===== config.mk =====
export PLATFORM = sky130hd
export DESIGN_NAME = instr_field_decoder
export DESIGN_NICKNAME = d
export VERILOG_FILES = /design/src/rtl/instr_field_decoder.sv
export SDC_FILE = /design/constraint.sdc
export NUM_CORES = 1
export LEC_CHECK = 0
export CAP_MARGIN = 20
export CORE_MARGIN = 2
export CORE_UTILIZATION = 43
export DETAILED_ROUTE_END_ITERATION = 16
export GPL_TIMING_DRIVEN = 0
export PLACE_DENSITY = 0.79
export SLEW_MARGIN = 20
export SYNTH_ARGS = -nofsm -noshare
export SYNTH_HDL_FRONTEND = slang
export SYNTH_SLANG_ARGS = --single-unit

===== constraint.sdc =====
create_clock -name clk -period 4.7 [get_ports clk]
set_clock_uncertainty 0.1 [all_clocks]
set_input_delay 0.94 -clock clk [delete_from_list [all_inputs] [get_ports clk]]
set_output_delay 0.94 -clock clk [all_outputs]
set_load 0.01 [all_outputs]

===== src/rtl/instr_field_decoder.sv =====
// Decode-side front end: a 2-entry skid buffer that splits MIPS words into registered fields.
// Optional macro ILLEGAL_OP_DETECT_EN builds unsupported-opcode/funct detection on illegal_op.
module instr_field_decoder #(
  parameter int unsigned PC_W       = 32,
  parameter logic [5:0]  J_OPCODE   = 6'h02,
  parameter logic [5:0]  JAL_OPCODE = 6'h03
) (
  input  logic            clk,
  input  logic            reset,
  input  logic            flush,
  input  logic            in_valid,
  output logic            in_ready,
  input  logic [31:0]     instr,
  input  logic [PC_W-1:0] pc_in,
  output logic            out_valid,
  input  logic            out_ready,
  output logic [5:0]      opcode,
  output logic [4:0]      rs,
  output logic [4:0]      rt,
  output logic [4:0]      rd,
  output logic [4:0]      shamt,
  output logic [5:0]      funct,
  output logic [15:0]     immediate16,
  output logic [25:0]     immediate26,
  output logic            ext_select,
  output logic [PC_W-1:0] pc_out,
  output logic            illegal_op
);

  logic            head_v, skid_v;
  logic [31:0]     head_w, skid_w;
  logic [PC_W-1:0] head_pc, skid_pc;
  logic            head_ext;

  logic            accept, consume;
  logic            load_from_skid, load_from_in, to_skid;
  logic [31:0]     load_w;
  logic [PC_W-1:0] load_pc;

  always_comb begin
    accept         = in_valid & in_ready;
    consume        = head_v & out_ready;
    load_from_skid = consume & skid_v;
    load_from_in   = accept & (~head_v | consume);
    to_skid        = accept & head_v & ~consume;
    load_w         = load_from_skid ? skid_w  : instr;
    load_pc        = load_from_skid ? skid_pc : pc_in;
  end

  always_ff @(posedge clk or posedge reset) begin
    if (reset) begin
      head_v   <= 1'b0;
      skid_v   <= 1'b0;
      head_w   <= '0;
      head_pc  <= '0;
      head_ext <= 1'b0;
      skid_w   <= '0;
      skid_pc  <= '0;
    end else if (flush) begin
      head_v <= 1'b0;
      skid_v <= 1'b0;
    end else begin
      // Head only rewrites on a load, so fields hold their last value while idle.
      if (load_from_skid || load_from_in) begin
        head_w   <= load_w;
        head_pc  <= load_pc;
        head_ext <= (load_w[31:26] == J_OPCODE) || (load_w[31:26] == JAL_OPCODE);
      end
      head_v <= load_from_skid | load_from_in | (head_v & ~consume);
      if (to_skid) begin
        skid_w  <= instr;
        skid_pc <= pc_in;
      end
      skid_v <= to_skid | (skid_v & ~load_from_skid);
    end
  end

  assign in_ready    = ~skid_v;
  assign out_valid   = head_v;
  assign opcode      = head_w[31:26];
  assign rs          = head_w[25:21];
  assign rt          = head_w[20:16];
  assign rd          = head_w[15:11];
  assign shamt       = head_w[10:6];
  assign funct       = head_w[5:0];
  assign immediate16 = head_w[15:0];
  assign immediate26 = head_w[25:0];
  assign ext_select  = head_ext;
  assign pc_out      = head_pc;

`ifdef ILLEGAL_OP_DETECT_EN
  function automatic logic illegal_of(input logic [31:0] w);
    logic bad;
    bad = 1'b1;
    case (w[31:26])
      6'h00: begin
        case (w[5:0])
          6'h00, 6'h02, 6'h08, 6'h20, 6'h21,
          6'h22, 6'h23, 6'h24, 6'h25, 6'h2A: bad = 1'b0;
          default:                           bad = 1'b1;
        endcase
      end
      6'h02, 6'h03, 6'h04, 6'h05, 6'h08, 6'h09,
      6'h0C, 6'h0D, 6'h0F, 6'h23, 6'h2B: bad = 1'b0;
      default:                           bad = 1'b1;
    endcase
    return bad;
  endfunction

  logic head_ill;

  always_ff @(posedge clk or posedge reset) begin
    if (reset) begin
      head_ill <= 1'b0;
    end else if (!flush && (load_from_skid || load_from_in)) begin
      head_ill <= illegal_of(load_w);
    end
  end

  assign illegal_op = head_ill;
`else
  assign illegal_op = 1'b0;
`endif

endmodule

* Word level (Yosys, flattened, before mapping) *
Cells that the tools add are included.
W data, S select, Z words.

word-level totals
  output and inout bits = 110
  flip-flop bits (word level) = 131
  word-level logic and storage cells = 34

cells by class
  equal/unequal tests = 2
  reduce and logical (&&, ||, !) cells = 4
  bitwise logic cells = 17
  muxes and demuxes = 4

operators by type and width
  kind                  number
  $mux W32              2
  $eq A6 B2 Y1 const B  2
  $and A1 B1 Y1         8
  $not A1 Y1            5
  $or A1 B1 Y1          4
  $reduce_and A2 Y1     2
  $logic_or A1 B1 Y1    2
  $mux W1               2

* Longest topological paths before layout *
Gate-level depths: netlist of run 1.

  depth in word-level cells = 6
  gate-level depth with buffers = 5
  depth with buffers taken out = 3

* Worst setup path before layout of run 1 *
No wires, ideal clock.

  kind = input-to-reg
  from = in out_ready
  to = reg skid_pc[0]
  arrival = 2194 ps
  stages on the path = 5
  required time = 4475 ps
  path slack = 2281 ps
  library setup time = 125 ps
  cell sequence = nand2b_1 -> or4b_1 -> buf_4 -> buf_6 -> mux2_4

on the way
  cells in the longest elaborated chain, start to end = 4

RTL lines
  item                         line  source
  start, declared              16    input logic out_ready,
  $and A1 B1 Y1                42    consume = head_v & out_ready;
  $not A1 Y1                   45    to_skid = accept & head_v & ~consume;
  $and A1 B1 Y1                45
  $reduce_and A2 Y1 (no line)  n/a
  end signal, assigned         72    skid_pc <= pc_in;
  end, declared                32    logic [PC_W-1:0] head_pc, skid_pc;

No other way between the ends.
A chain may end at the register's enable or synchronous reset.

* Worst setup path in the final report of run 1 *
  from = in out_ready
  to = reg head_pc[7] (netlist: pc_out[7])

on the way
  cells in the longest elaborated chain, start to end = 5
  elaborated cells between the ends (all ways) = 7
  classes of those cells = mux: 1; bitwise: 4; reduce/logical: 2

RTL lines
  item                         line  source
  $and A1 B1 Y1 *              42
  $or A1 B1 Y1                 44    load_from_in = accept & (~head_v | consume);
  $and A1 B1 Y1                44
  $logic_or A1 B1 Y1           64    if (load_from_skid || load_from_in) begin
  $reduce_and A2 Y1 (no line)  n/a
  end signal, assigned         66    head_pc <= load_pc;
  end, declared                32

Mark *: on every way between the ends. The rest lies on a longest branch, timed or not.

==> impl_metrics.xml, run 1 <==
<?xml version="1.0" encoding="UTF-8"?>
<metrics>
  <group name="outcome">
    <metric name="run_status" unit="">finished clean</metric>
  </group>
  <group name="finish">
    <metric name="layout.cells.most_common" unit="">clkdlybuf4s50_1</metric>
    <metric name="final_util" unit="%">61.7</metric>
    <metric name="finish.instance_area" unit="µm²">8860</metric>
    <metric name="finish.net_count" unit="">756</metric>
    <metric name="drive_above_1_share" unit="%">21.7</metric>
    <metric name="diodes" unit="">0</metric>
    <metric name="area_delta_synth_final" unit="%">42.0</metric>
    <metric name="fin_cells" unit="">883</metric>
    <metric name="leading_cell_types_in_the_layout_fill_and_taps_excluded" unit="">clkdlybuf4s50_1, dfrtp_1, a31oi_1</metric>
  </group>
  <group name="cts">
    <metric name="clk_latency" unit="ns">0.41</metric>
    <metric name="clock_sinks" unit="">131</metric>
    <metric name="htree_num_levels" unit="">4</metric>
    <metric name="tritoncts" unit="">built</metric>
    <metric name="root_buffer" unit="">clkbuf_16</metric>
    <metric name="cts_repair_resize_count" unit="">0</metric>
    <metric name="num_cts_buffers" unit="">17</metric>
    <metric name="holdBufCountCts" unit="">0</metric>
    <metric name="clockBufferDepth" unit="">2</metric>
    <metric name="cts_setup_buffers" unit="">0</metric>
    <metric name="clkTransAtPathRegs" unit="ns">0.06</metric>
  </group>
  <group name="global_route">
    <metric name="grt_pass1_vias" unit="">4987</metric>
    <metric name="pin_count_of_the_biggest_net_entering_global_routing" unit="">82</metric>
    <metric name="global_route.usage.total" unit="%">21.3</metric>
    <metric name="globalRoute.totalOverflow" unit="">0</metric>
    <metric name="grt_pass1_wl" unit="µm">26500</metric>
    <metric name="antenna_violations_before_repair" unit="">0</metric>
  </group>
  <group name="critical_path">
    <metric name="crit_path_start_kind" unit="">primary input</metric>
    <metric name="critical_path.slowest_cell" unit="">clkdlybuf4s50_1</metric>
    <metric name="setup.reg_to_reg.worst_slack" unit="ns">2.57</metric>
    <metric name="path_cells" unit="">clkdlybuf4s50_1 -&gt; nand2b_1 -&gt; and3_1 -&gt; clkbuf_1 -&gt; buf_1 -&gt; a21oi_1</metric>
    <metric name="cp_slowest_stage_delay" unit="ns">0.53</metric>
    <metric name="worstSetupStartpoint" unit="">out_ready</metric>
    <metric name="crit_fanout" unit="">10</metric>
    <metric name="worst-endpoint-required" unit="ns">4.86</metric>
    <metric name="cp_num_buf_inv" unit="">3</metric>
    <metric name="worstReg2RegEnd" unit="">pc_out[7]</metric>
    <metric name="reg2reg_from" unit="">out_valid</metric>
    <metric name="timing.critical_path.to_type" unit="">flop</metric>
    <metric name="cp_data_arrival_time" unit="ns">2.88</metric>
    <metric name="timing.setup.critical_path_class" unit="">in2reg</metric>
    <metric name="critical_path.top_delay_family" unit="">buffers and inverters</metric>
    <metric name="r2r_cells" unit="">5</metric>
  </group>
  <group name="logic_synthesis">
    <metric name="post_synth_main_area_contributors" unit="">dfrtp_1, mux2_4, mux2i_1, a31oi_1, buf_4</metric>
    <metric name="synth.cell_area" unit="µm²">6240</metric>
    <metric name="ys_seq_elements" unit="">131</metric>
    <metric name="postSynthNetCount" unit="">559</metric>
    <metric name="average_cell_area_after_synthesis" unit="µm²">12.7</metric>
    <metric name="number_of_unique_standard_cell_types_used_by_synthesis" unit="">22</metric>
    <metric name="ys_seq_area_share" unit="%">52.5</metric>
    <metric name="yosys_warnings" unit="">0</metric>
    <metric name="yosys.area.top_type_share" unit="%">52.5</metric>
    <metric name="synth_top_area_cell" unit="">dfrtp_1</metric>
    <metric name="post_synthesis_instance_total" unit="">490</metric>
  </group>
  <group name="sta">
    <metric name="fin_ws" unit="ns">1.98</metric>
    <metric name="worst_slew_pin_slew" unit="ns">0.762</metric>
    <metric name="fin_crit_sh" unit="%">57.9</metric>
    <metric name="maxClockFrequency" unit="MHz">367</metric>
    <metric name="timing.hold.ws" unit="ns">0.409</metric>
    <metric name="slew_headroom" unit="%">49.2</metric>
    <metric name="finalCriticalPeriod" unit="ns">2.72</metric>
    <metric name="rsz_0062_raised_after_global_routing" unit="">false</metric>
    <metric name="fin_tns_setup" unit="ns">0</metric>
    <metric name="final_max_slew_viol_count" unit="">0</metric>
    <metric name="finalHoldViolations" unit="">0</metric>
    <metric name="setup-violations-final" unit="">0</metric>
  </group>
  <group name="routing">
    <metric name="met1_length" unit="µm">7110</metric>
    <metric name="route.detailed.vias_per_inst" unit="">5.30</metric>
    <metric name="drtPass1Iterations" unit="">4</metric>
    <metric name="drt_iter0_markers" unit="">226</metric>
    <metric name="drcViolationCount" unit="">0</metric>
    <metric name="wl_met3" unit="µm">821</metric>
    <metric name="via_count" unit="">4682</metric>
    <metric name="post_drt_antenna_nets" unit="">0</metric>
    <metric name="avgRoutedWirePerCell" unit="µm">18.2</metric>
    <metric name="met2_length" unit="µm">7810</metric>
    <metric name="wl" unit="µm">16100</metric>
    <metric name="top_layer" unit="">met4</metric>
  </group>
  <group name="place">
    <metric name="post-dp-hpwl" unit="µm">11100</metric>
    <metric name="pre_cts_ws" unit="ns">1.51</metric>
    <metric name="detailed_place.area" unit="µm²">8280</metric>
    <metric name="place_inst" unit="">852</metric>
    <metric name="io_buffers" unit="">177</metric>
    <metric name="globalplace.congestion" unit="">0.790</metric>
  </group>
  <group name="worst_hold_path">
    <metric name="worst_hold_startpoint" unit="">skid_w[26]</metric>
    <metric name="hold-path-cell-count" unit="">1</metric>
    <metric name="hold_end" unit="">skid_w[26]</metric>
    <metric name="hold_path_class" unit="">reg2reg</metric>
  </group>
  <group name="pwr">
    <metric name="total_power" unit="mW">4.09</metric>
    <metric name="total_leakage_power" unit="nW">4.30</metric>
    <metric name="irDropWorstVdd" unit="mV">0.227</metric>
    <metric name="power.density" unit="nW/µm²">462</metric>
  </group>
  <group name="die">
    <metric name="number_of_rows_in_the_core_area" unit="">44</metric>
    <metric name="placeableCoreArea" unit="µm²">14400</metric>
    <metric name="floorplan.die.width" unit="µm">124</metric>
    <metric name="die-height" unit="µm">124</metric>
    <metric name="start_util" unit="%">43.4</metric>
    <metric name="num_io_pins" unit="">179</metric>
    <metric name="die_area" unit="µm²">15500</metric>
  </group>
  <group name="run">
    <metric name="maxCapViolations" unit="">0</metric>
  </group>
</metrics>
cells in the mapped netlist:
| library cell | instances |
|---|---|
| conb_1 | 1 |
| nand2b_1 | 1 |
| or4b_1 | 1 |
| a21oi_1 | 65 |
| nor4_1 | 1 |
| mux2_2 | 5 |
| buf_6 | 6 |
| a211oi_1 | 1 |
| a31oi_1 | 66 |
| nand3_1 | 2 |
| mux2i_1 | 64 |
| o21bai_1 | 1 |
| or4_1 | 1 |
| and3_1 | 1 |
| inv_1 | 3 |
| dfrtp_1 | 131 |
| buf_4 | 44 |
| clkbuf_1 | 24 |
| mux2_4 | 60 |
| buf_1 | 3 |
| buf_2 | 8 |
| or3b_2 | 1 |
registers in the layout, summed over array words and instances, names as in the netlist:
| signal | flops |
|---|---|
| head_w | 32 |
| skid_v | 1 |
| skid_pc | 32 |
| skid_w | 32 |
| pc_out | 32 |
| out_valid | 1 |
| ext_select | 1 |
where the power goes:
part | total [mW] | internal (mW) | switching (mW)
sequential | 1.62 | 1.42 | 0.200
clock | 1.31 | 0.848 | 0.458
combinational | 1.17 | 0.758 | 0.410
logic make-up (layout without fill, tap and decap cells):
kind of cell | after synthesis | in the layout | synth area share (%)
other cells | 1 | 1 | 0.0601
mux | 129 | 129 | 25.6
simple gates | 8 | 8 | 0.883
buf+inv | 88 | 297 | 8.82
compound gates | 133 | 133 | 12.1
flops | 131 | 131 | 52.5
cell type report:
cell class	instances	area (µm²)
plain buffers	85	539
repair buffers	178	1800
well taps	184	230
fillers	1106	5510
clock inverters	4	70.1
multi-input cells	271	2410
flip-flops and latches	131	3280
clock buffers	27	513
inverters	3	18.8
metal layers:
layer  track usage (%)  vias up
met3              4.77       24
met5                 0        -
li1                  -     2144
met2              34.5      167
met1              27.9     2347
met4              8.66        0
worst max-delay path by stage:
stage / slack (ns) / depth (start not counted) / end
2_1_floorplan: 0.16 / 1 / ext_select
3_3_place_gp: -1.51 / 2 / pc_out[1]
3_5_place_dp: 1.51 / 6 / pc_out[7]
4_1_cts: 1.94 / 6 / pc_out[7]
5_1_grt: 1.79 / 6 / pc_out[10]
6_report: 1.98 / 6 / pc_out[7]
(Power assumes the default switching activity.)
==> run 2, diff against run 1 <==
==> constraint.sdc (replaced) <==
create_clock -name clk -period 2.3 [get_ports clk]
set_clock_uncertainty 0.1 [all_clocks]
set_input_delay 0.46 -clock clk [delete_from_list [all_inputs] [get_ports clk]]
set_output_delay 0.46 -clock clk [all_outputs]
set_load 0.01 [all_outputs]
==> run 2 against run 1 <==
  * First-iteration DRC count up 2.2%
  * Clock power up 83%
  * Non-clock buffer count up 3
  * Critical path depth unchanged
  * Total power up 98%
  * Register-to-register slack worse by 2.4 ns
==> impl_metrics.xml, run 2 (synthesis gave the netlist of run 1 again) <==
<?xml version="1.0" encoding="UTF-8"?>
<metrics>
  <group name="die">
    <metric name="floorplan.die.width" unit="µm">124</metric>
    <metric name="number_of_rows_in_the_core_area" unit="">44</metric>
    <metric name="placeableCoreArea" unit="µm²">14400</metric>
    <metric name="die-height" unit="µm">124</metric>
    <metric name="num_io_pins" unit="">179</metric>
    <metric name="start_util" unit="%">43.4</metric>
    <metric name="die_area" unit="µm²">15500</metric>
  </group>
  <group name="run">
    <metric name="maxCapViolations" unit="">0</metric>
  </group>
  <group name="critical_path">
    <metric name="critical_path.slowest_cell" unit="">buf_1</metric>
    <metric name="cp_num_buf_inv" unit="">3</metric>
    <metric name="cp_slowest_stage_delay" unit="ns">0.61</metric>
    <metric name="timing.setup.critical_path_class" unit="">in2reg</metric>
    <metric name="critical_path.top_delay_family" unit="">buffers and inverters</metric>
    <metric name="crit_path_start_kind" unit="">primary input</metric>
    <metric name="reg2reg_from" unit="">out_valid</metric>
    <metric name="crit_fanout" unit="">10</metric>
    <metric name="path_cells" unit="">clkdlybuf4s50_1 -&gt; nand3_1 -&gt; buf_2 -&gt; buf_1 -&gt; mux2i_1 -&gt; a21oi_1</metric>
    <metric name="cp_data_arrival_time" unit="ns">2.33</metric>
    <metric name="worstSetupStartpoint" unit="">out_ready</metric>
    <metric name="worst-endpoint-required" unit="ns">2.47</metric>
    <metric name="timing.critical_path.to_type" unit="">flop</metric>
  </group>
  <group name="sta">
    <metric name="fin_crit_sh" unit="%">94.0</metric>
    <metric name="final_max_slew_viol_count" unit="">0</metric>
    <metric name="finalHoldViolations" unit="">0</metric>
    <metric name="maxClockFrequency" unit="MHz">463</metric>
    <metric name="slew_headroom" unit="%">49.4</metric>
    <metric name="finalCriticalPeriod" unit="ns">2.16</metric>
    <metric name="rsz_0062_raised_after_global_routing" unit="">false</metric>
    <metric name="fin_tns_setup" unit="ns">0</metric>
    <metric name="worst_slew_pin_slew" unit="ns">0.759</metric>
    <metric name="fin_ws" unit="ns">0.138</metric>
    <metric name="setup-violations-final" unit="">0</metric>
  </group>
  <group name="routing">
    <metric name="avgRoutedWirePerCell" unit="µm">18.0</metric>
    <metric name="via_count" unit="">4711</metric>
    <metric name="route.detailed.vias_per_inst" unit="">5.32</metric>
    <metric name="drt_iter0_markers" unit="">231</metric>
    <metric name="drtPass1Iterations" unit="">4</metric>
    <metric name="post_drt_antenna_nets" unit="">0</metric>
    <metric name="wl" unit="µm">15900</metric>
    <metric name="drcViolationCount" unit="">0</metric>
  </group>
  <group name="place">
    <metric name="place_inst" unit="">855</metric>
    <metric name="globalplace.congestion" unit="">0.785</metric>
    <metric name="io_buffers" unit="">177</metric>
    <metric name="post-dp-hpwl" unit="µm">11200</metric>
    <metric name="detailed_place.area" unit="µm²">8320</metric>
    <metric name="pre_cts_ws" unit="ns">-0.415</metric>
  </group>
  <group name="global_route">
    <metric name="globalRoute.totalOverflow" unit="">0</metric>
    <metric name="grt_pass1_wl" unit="µm">26500</metric>
    <metric name="antenna_violations_before_repair" unit="">1</metric>
    <metric name="grt_pass1_vias" unit="">4932</metric>
    <metric name="global_route.usage.total" unit="%">21.2</metric>
    <metric name="pin_count_of_the_biggest_net_entering_global_routing" unit="">36</metric>
  </group>
  <group name="finish">
    <metric name="final_util" unit="%">61.6</metric>
    <metric name="layout.cells.most_common" unit="">clkdlybuf4s50_1</metric>
    <metric name="area_delta_synth_final" unit="%">41.9</metric>
    <metric name="finish.instance_area" unit="µm²">8850</metric>
    <metric name="leading_cell_types_in_the_layout_fill_and_taps_excluded" unit="">clkdlybuf4s50_1, dfrtp_1, a31oi_1</metric>
    <metric name="finish.net_count" unit="">759</metric>
    <metric name="drive_above_1_share" unit="%">22.5</metric>
    <metric name="fin_cells" unit="">886</metric>
  </group>
  <group name="cts">
    <metric name="clk_latency" unit="ns">0.41</metric>
    <metric name="root_buffer" unit="">clkbuf_16</metric>
    <metric name="clock_sinks" unit="">131</metric>
    <metric name="num_cts_buffers" unit="">17</metric>
    <metric name="htree_num_levels" unit="">4</metric>
    <metric name="clockBufferDepth" unit="">2</metric>
    <metric name="holdBufCountCts" unit="">0</metric>
    <metric name="clkTransAtPathRegs" unit="ns">0.05</metric>
    <metric name="tritoncts" unit="">built</metric>
  </group>
  <group name="worst_hold_path">
    <metric name="hold_path_class" unit="">in2async</metric>
  </group>
  <group name="pwr">
    <metric name="total_leakage_power" unit="nW">4.30</metric>
    <metric name="irDropWorstVdd" unit="mV">0.503</metric>
    <metric name="power.density" unit="nW/µm²">915</metric>
  </group>
  <group name="outcome">
    <metric name="run_status" unit="">finished clean</metric>
  </group>
</metrics>
==> run 2: cell count changes in the layout (fill, tap and decap cells not counted), moves of 2 or more <==
cell        previous run  this run
buf_12                 0         4
clkbuf_1              29        25
clkbuf_2               0         3
bufinv_16              2         0
clkinv_2               2         4
clkinvlp_4             0         2
==> run 2: worst register-to-register path, cell delays in order (launching register included) <==
cell and delay, ns:
dfrtp_1 0.42, nand3_1 0.15, buf_2 0.30, buf_1 0.62, mux2i_1 0.28, a21oi_1 0.09
==> run 2: power by group <==
part / internal, mW / total, mW / switching [mW]
Combinational: 1.56 / 2.40 / 0.840
Clock: 1.47 / 2.40 / 0.928
Sequential: 2.90 / 3.31 / 0.404
==> run 2: area by class of cell <==
| cell class | count | area [µm²] |
|---|---|---|
| fill | 1100 | 5520 |
| inverter | 3 | 15.0 |
| antenna | 1 | 2.50 |
| clock buffer | 25 | 495 |
| timing repair buffer | 181 | 1850 |
| tap | 184 | 230 |
| multi-input combinational | 271 | 2410 |
| clock inverter | 5 | 27.5 |
| buffer | 85 | 543 |
| sequential | 131 | 3280 |
==> run 2: per-layer routing <==
metal / GRT usage [%] / wire length [µm] / part of all wire [%] / vias up
met5: 0 / 0 / 0 / -
met1: 27.8 / 6990 / 44 / 2372
li1: - / - / - / 2156
met2: 33.8 / 7720 / 48 / 154
met3: 5.41 / 853 / 5.4 / 29
met4: 8.39 / 358 / 2.2 / 0
==> run 2: repair_timing <==
item                       CTS  global route
setup endpoints to repair    0            25
setup buffers                0             0
gates resized for setup      0             6
==> run 2: worst paths after layout <==
check / depth (start not counted) / end / slack (ns)
max: 6 / pc_out[1] / 0.14
min: 2 / skid_pc[4] / 0.28
max reg2reg: 5 / pc_out[1] / 0.21
min reg2reg: 1 / skid_pc[30] / 0.41
max in group asynchronous: 5 / head_w[8] / 0.91
min in group clk: 1 / skid_pc[30] / 0.41
==> run 2: stage by stage <==
step | power, mW | hold slack [ns]
2_1_floorplan | 4.54 | 0.379
3_3_place_gp | 5.62 | 0.386
3_5_place_dp | 5.73 | 0.392
4_1_cts | 8.17 | 0.269
5_1_grt | 8.50 | 0.286
6_report | 8.10 | 0.279
==> run 3, diff against run 2 <==
--- a/config.mk
+++ b/config.mk
@@ -5,6 +5,7 @@
 export SDC_FILE = /design/constraint.sdc
 export NUM_CORES = 1
 export LEC_CHECK = 0
+export ABC_CLOCK_PERIOD_IN_PS = 2300
 export CAP_MARGIN = 20
 export CORE_MARGIN = 2
 export CORE_UTILIZATION = 43
==> results of run 3 <==
The final DEF is identical to that of run 2; final timing and power are the same.
==> RTL edit 1: new RTL, settings of run 3 <==
The option `ILLEGAL_OP_DETECT_EN` is turned on by a define.
--- a/src/rtl/instr_field_decoder.sv
+++ b/src/rtl/instr_field_decoder.sv
@@ -1,4 +1,6 @@
 // Decode-side front end: a 2-entry skid buffer that splits MIPS words into registered fields.
 // Optional macro ILLEGAL_OP_DETECT_EN builds unsupported-opcode/funct detection on illegal_op.
+`define ILLEGAL_OP_DETECT_EN
+
 module instr_field_decoder #(
   parameter int unsigned PC_W       = 32,
Function: changed (a bounded check fails within 4 cycles, from zero or initial values and one cycle with reset high).
==> RTL edit 1 against run 3 <==
- via count is 8.2% higher
- synthesized area is 1.8% lower
- total power is 2.8% higher
- synthesized cell count rose by 19%
- die area decreased by 1.8%
- cell area is essentially flat
- worst setup slack improved by 0.057 ns
- critical endpoint is now illegal_op
- sequential cell count is 1 higher
- routed wire length grew 2.8%
==> RTL edit 1: results (changes against run 3) <==
| Metric | Value |
|---|---|
| Synth Warn # | `0 (unchanged)` |
| Slowest stage delay, CP | `0.51 ns (was 0.61 ns)` |
| Clk pin slew, worst setup/hold paths | `0.06 ns` |
| Leak | `3.98 nW (was 4.30 nW)` |
| Vias per cell | `5.21 (was 5.32)` |
| Synthesized Nets | `654 (was 559)` |
| GRT Total Usage | `22.4% (was 21.2%)` |
| PortBufs | `178 (was 177)` |
| Post-Route WL | `16.4 mm (was 15.9 mm)` |
| Final slew viol count | `0 (unchanged)` |
| R2R Path End | `illegal_op (was pc_out[1])` |
| Post-place setup slack | `-0.363 ns (was -0.415 ns)` |
| First-pass GRT wire length | `26.0 mm (was 26.5 mm)` |
| FF-to-FF path depth | `6 (was 5)` |
| N_diodes | `0 (was 1)` |
| 1st-pass router iterations | `5 (was 4)` |
| Hold Path Class | `in2async (unchanged)` |
| Maximum vdd drop | `525 uV (was 503 uV)` |
| Num CTS Buffers | `17 (unchanged)` |
| Worst hold slack | `0.338 ns (was 0.279 ns)` |
| Clock Tree Buf Depth | `2 (unchanged)` |
| DRC Markers | `0 (unchanged)` |
| Pin count of the biggest net entering global routing | `36 (unchanged)` |
| Crit Path Max Fanout | `10 (unchanged)` |
| Slowest cell on crit path | `clkdlybuf4s50_1 (was buf_1)` |
| Post-synth top cells | `133 x nand2_1, 132 x dfrtp_1, 69 x nor2_1 (was 131 x dfrtp_1, 66 x a31oi_1, 65 x a21oi_1)` |
| Final #Nets | `855 (was 759)` |
| Worst R2R Start | `out_valid (unchanged)` |
| Clk Latency, worst-skew pair | `0.42 ns` |
| Worst-margin pin slew | `0.551 ns (was 0.759 ns)` |
| Layout cells sized above 1 | `19.4% (was 22.5%)` |
| Routability congestion estimate from global placement | `0.843 (was 0.785)` |
| FF-to-FF setup slack | `0.20 ns` |
| Post-synth ARST share | `100% (unchanged)` |
| Seq/Total Area, Yosys | `53.9% (was 52.5%)` |
| Top post-synthesis cells by area | `dfrtp_1 54%, mux2_4 9.8%, nand2_1 8.2% (was dfrtp_1 53%, mux2_4 14%, mux2i_1 10%)` |
| Outcome | `complete, no violations (unchanged)` |
| Most common flop cell mapped by yosys | `dfrtp_1 (unchanged)` |
| DR iter-0 viols | `338 (was 231)` |
| Library cells used by synthesis | `32 (was 22)` |
| Initial antenna violation count | `0 (was 1)` |
| DP Wirelength | `11.6 mm (was 11.2 mm)` |
| H-tree lvl count | `4 (unchanged)` |
| Number of global-route vias before repair | `5118 (was 4932)` |
| Root Driver | `clkbuf_16 (unchanged)` |
==> RTL edit 1: changes by cell type after synthesis, sizes merged, moves of 4 or more <==
cell    before  now
nor2         0   69
mux2i       64    1
a21oi       65    6
clkbuf      24   14
o21ai        0    4
nand2        0  133
==> RTL edit 1: cell families after synthesis <==
logic type	after synthesis	synth area share, %
multiplexers	65	14.4
buffers and inverters	82	8.54
flip-flops	132	53.9
AND/OR/NAND/NOR	218	13.9
AO/OA/AOI/OAI	88	9.23
==> RTL edit 1: layout make-up <==
cell class	count	area, um2
sequential	132	3300
inverter	5	22.5
tap	180	225
multi-input combinational	371	2310
clock inverter	8	120
fill	1078	5020
clock buffer	24	512
timing repair buffer	182	1860
buffer	77	508
==> RTL edit 1: worst max-delay path, delay by kind of cell <==
family	cells	cell delay [ns]
AO/OA/AOI/OAI	3	0.79
AND/OR/NAND/NOR	1	0.13
buffers and inverters	3	0.91
==> RTL edit 1: metal layers <==
| layer | vias to the layer above | wire, um | global-route usage (%) |
|---|---|---|---|
| li1 | 2358 | - | - |
| met5 | - | 0 | 0 |
| met4 | 0 | 273 | 8.24 |
| met3 | 27 | 1030 | 5.95 |
| met1 | 2540 | 6860 | 28.2 |
| met2 | 171 | 8200 | 37.0 |
==> RTL edit 1: worst max-delay path by stage <==
stage | slack [ns] | depth (start not counted) | start | endpoint
global placement | -1.01 | 2 | reset | head_w[12]
finish | 0.20 | 7 | out_ready | illegal_op
CTS | 0.07 | 7 | out_ready | illegal_op
detailed placement | -0.36 | 7 | out_ready | illegal_op
global route | 0.02 | 6 | out_valid | illegal_op
floorplan | 0.10 | 1 | reset | ext_select
==> RTL edit 1: timing repair <==
item                                    4_1_cts  5_1_grt
endpoints found under the setup margin        0       37
gates resized for setup                       0        4
buffers inserted                              0        0
hold buffers                                  0        0
==> RTL edit 1: power breakdown <==
group	total (mW)	switching, mW	internal (mW)
Combinational	2.20	0.792	1.41
Clock	2.87	0.995	1.87
Sequential	3.27	0.399	2.87
Total	8.33	2.19	6.14
==> RTL edit 1: metrics by stage <==
step | TNS, ns | instance area (um2) | power, mW | utilization (%) | cells
floorplan | 0 | 6130 | 4.35 | - | 585
global placement | -150.24 | 8140 | 5.37 | 58.6 | 943
detailed placement | -22.49 | 8220 | 5.49 | 59.2 | 947
CTS | 0 | 8850 | 8.38 | 63.7 | 979
global route | 0 | 8860 | 8.73 | 63.8 | 979
finish | 0 | 8860 | 8.33 | 63.8 | 979
==> RTL edit 2: new RTL, flow settings as in run 3 <==
Without the edit above. `PC_W`: 32 -> 28.
--- a/src/rtl/instr_field_decoder.sv
+++ b/src/rtl/instr_field_decoder.sv
@@ -2,5 +2,5 @@
 // Optional macro ILLEGAL_OP_DETECT_EN builds unsupported-opcode/funct detection on illegal_op.
 module instr_field_decoder #(
-  parameter int unsigned PC_W       = 32,
+  parameter int unsigned PC_W       = 28,
   parameter logic [5:0]  J_OPCODE   = 6'h02,
   parameter logic [5:0]  JAL_OPCODE = 6'h03
Interface: changed (resized pc_in and pc_out); port bits go from 179 to 171. No check against the original RTL was run, so the function may have changed too.
==> RTL edit 2 against run 3 <==
- via count decreased by 3.9%
- largest power group unchanged
- routed wire length decreased by 2.2%
- sequential cell count decreased by 8
- cell area decreased by 4.7%
- critical path type unchanged
- total power decreased by 2.1%
- final cell count decreased by 5.0%
- sequential share of layout area decreased by 0.53 points
- worst setup slack got worse by 0.064 ns
- synthesized area decreased by 5.6%
==> RTL edit 2: results (changes against run 3) <==
| Metric | Value |
|---|---|
| FF-to-FF path depth | `4 (was 5)` |
| First-pass GRT wire length | `24.9 mm (was 26.5 mm)` |
| Post-synth top cells | `123 x dfrtp_1, 62 x a31oi_1, 61 x a21oi_1 (was 131 x dfrtp_1, 66 x a31oi_1, 65 x a21oi_1)` |
| DR iter-0 viols | `371 (was 231)` |
| Synthesized Nets | `529 (was 559)` |
| Initial antenna violation count | `0 (was 1)` |
| Top post-synthesis cells by area | `dfrtp_1 52%, mux2_4 15%, mux2i_1 10% (was dfrtp_1 53%, mux2_4 14%, mux2i_1 10%)` |
| Via count | `4527 (was 4711)` |
| Placed cells | `812 (was 855)` |
| Max_slew headroom | `51.6% (was 49.4%)` |
| DP Wirelength | `10.9 mm (was 11.2 mm)` |
| Worst hold slack | `0.408 ns (was 0.279 ns)` |
| Post-Route WL | `15.6 mm (was 15.9 mm)` |
| Met3 Routed Length | `789 um (was 853 um)` |
| Crit path max-delay family | `buffers and inverters (unchanged)` |
| Top layer in use | `met4 (unchanged)` |
| Slowest cell on crit path | `or4b_1 (was buf_1)` |
| Worst R2R Start | `skid_v (was out_valid)` |
| Layout cells sized above 1 | `23.1% (was 22.5%)` |
| Routability congestion estimate from global placement | `0.778 (was 0.785)` |
| Post-place setup slack | `-0.466 ns (was -0.415 ns)` |
| Placed inst area | `7870 um2 (was 8320 um2)` |
| Final non-filler cell total | `842 (was 886)` |
| Met2 routed WL | `7.92 mm (was 7.72 mm)` |
| Library cells used by synthesis | `23 (was 22)` |
| PortBufs | `169 (was 177)` |
| 1st-pass router iterations | `4 (unchanged)` |
| Fin crit share | `96.8% (was 94.0%)` |
| Gate power share | `29.1% (was 29.6%)` |
| Post-cts gate resize count | `0 (unchanged)` |
| Mapped Cells | `464 (was 490)` |
| Hold Path Class | `reg2reg (was in2async)` |
| GRT Total Usage | `21.9% (was 21.2%)` |
| M1 wire length | `6.60 mm (was 6.99 mm)` |
| Number of global-route vias before repair | `4673 (was 4932)` |
| R2R Path End | `head_w[14] (was pc_out[1])` |
| Outcome | `complete, no violations (unchanged)` |
| Hold Path Origin | `skid_pc[27]` |
| Power, Total | `7.94 mW (was 8.10 mW)` |
| Fillers | `1005 (was 1100)` |
| Post-synth ARST share | `100% (unchanged)` |
| CP arrival | `2.42 ns (was 2.33 ns)` |
| Seq/Total Area, Yosys | `52.3% (was 52.5%)` |
| Mux contribution to synthesized area | `25.7% (was 25.6%)` |
| Maximum vdd drop | `547 uV (was 503 uV)` |
| Cell Int Power | `5.81 mW (was 5.93 mW)` |
| Leak | `4.10 nW (was 4.30 nW)` |
| Synth Area in Compound Gates | `12.0% (was 12.1%)` |
| FF-to-FF setup slack | `0.19 ns (was 0.21 ns)` |
| Final #Nets | `719 (was 759)` |
| N_diodes | `0 (was 1)` |
| P_seq | `3.12 mW (was 3.31 mW)` |
| CP endpoint | `skid_w[17] (was pc_out[1])` |
| Slowest stage delay, CP | `0.46 ns (was 0.61 ns)` |
## RTL edit 2: changes by cell type after synthesis, sizes merged
cell	before	now
buf	61	52
a31oi	66	62
a21oi	65	61
clkbuf	24	31
dfrtp	131	123
mux2	65	61
mux2i	64	60
## RTL edit 2: final cells by class
type / instances / area [um2] / share of cell area, %
sequential: 123 / 3080 / 36.5
timing repair buffer: 172 / 1750 / 20.8
tap: 176 / 220 / 2.61
clock buffer: 24 / 492 / 5.83
clock inverter: 7 / 65.1 / 0.772
multi-input combinational: 255 / 2280 / 27.0
buffer: 82 / 532 / 6.31
inverter: 3 / 15.0 / 0.178
## RTL edit 2: logic make-up after synthesis
| kind of cell | after synthesis |
|---|---|
| buffers and inverters | 86 |
| muxes | 121 |
| and+or+nand+nor | 8 |
| DFF | 123 |
| AOI/OAI and AO/OA | 125 |
| other | 1 |
## RTL edit 2: metal layers
metal	track usage, %	vias to the layer above
li1	-	2036
met1	27.7	2300
met2	36.7	171
met3	4.93	20
met4	8.14	0
met5	0	-
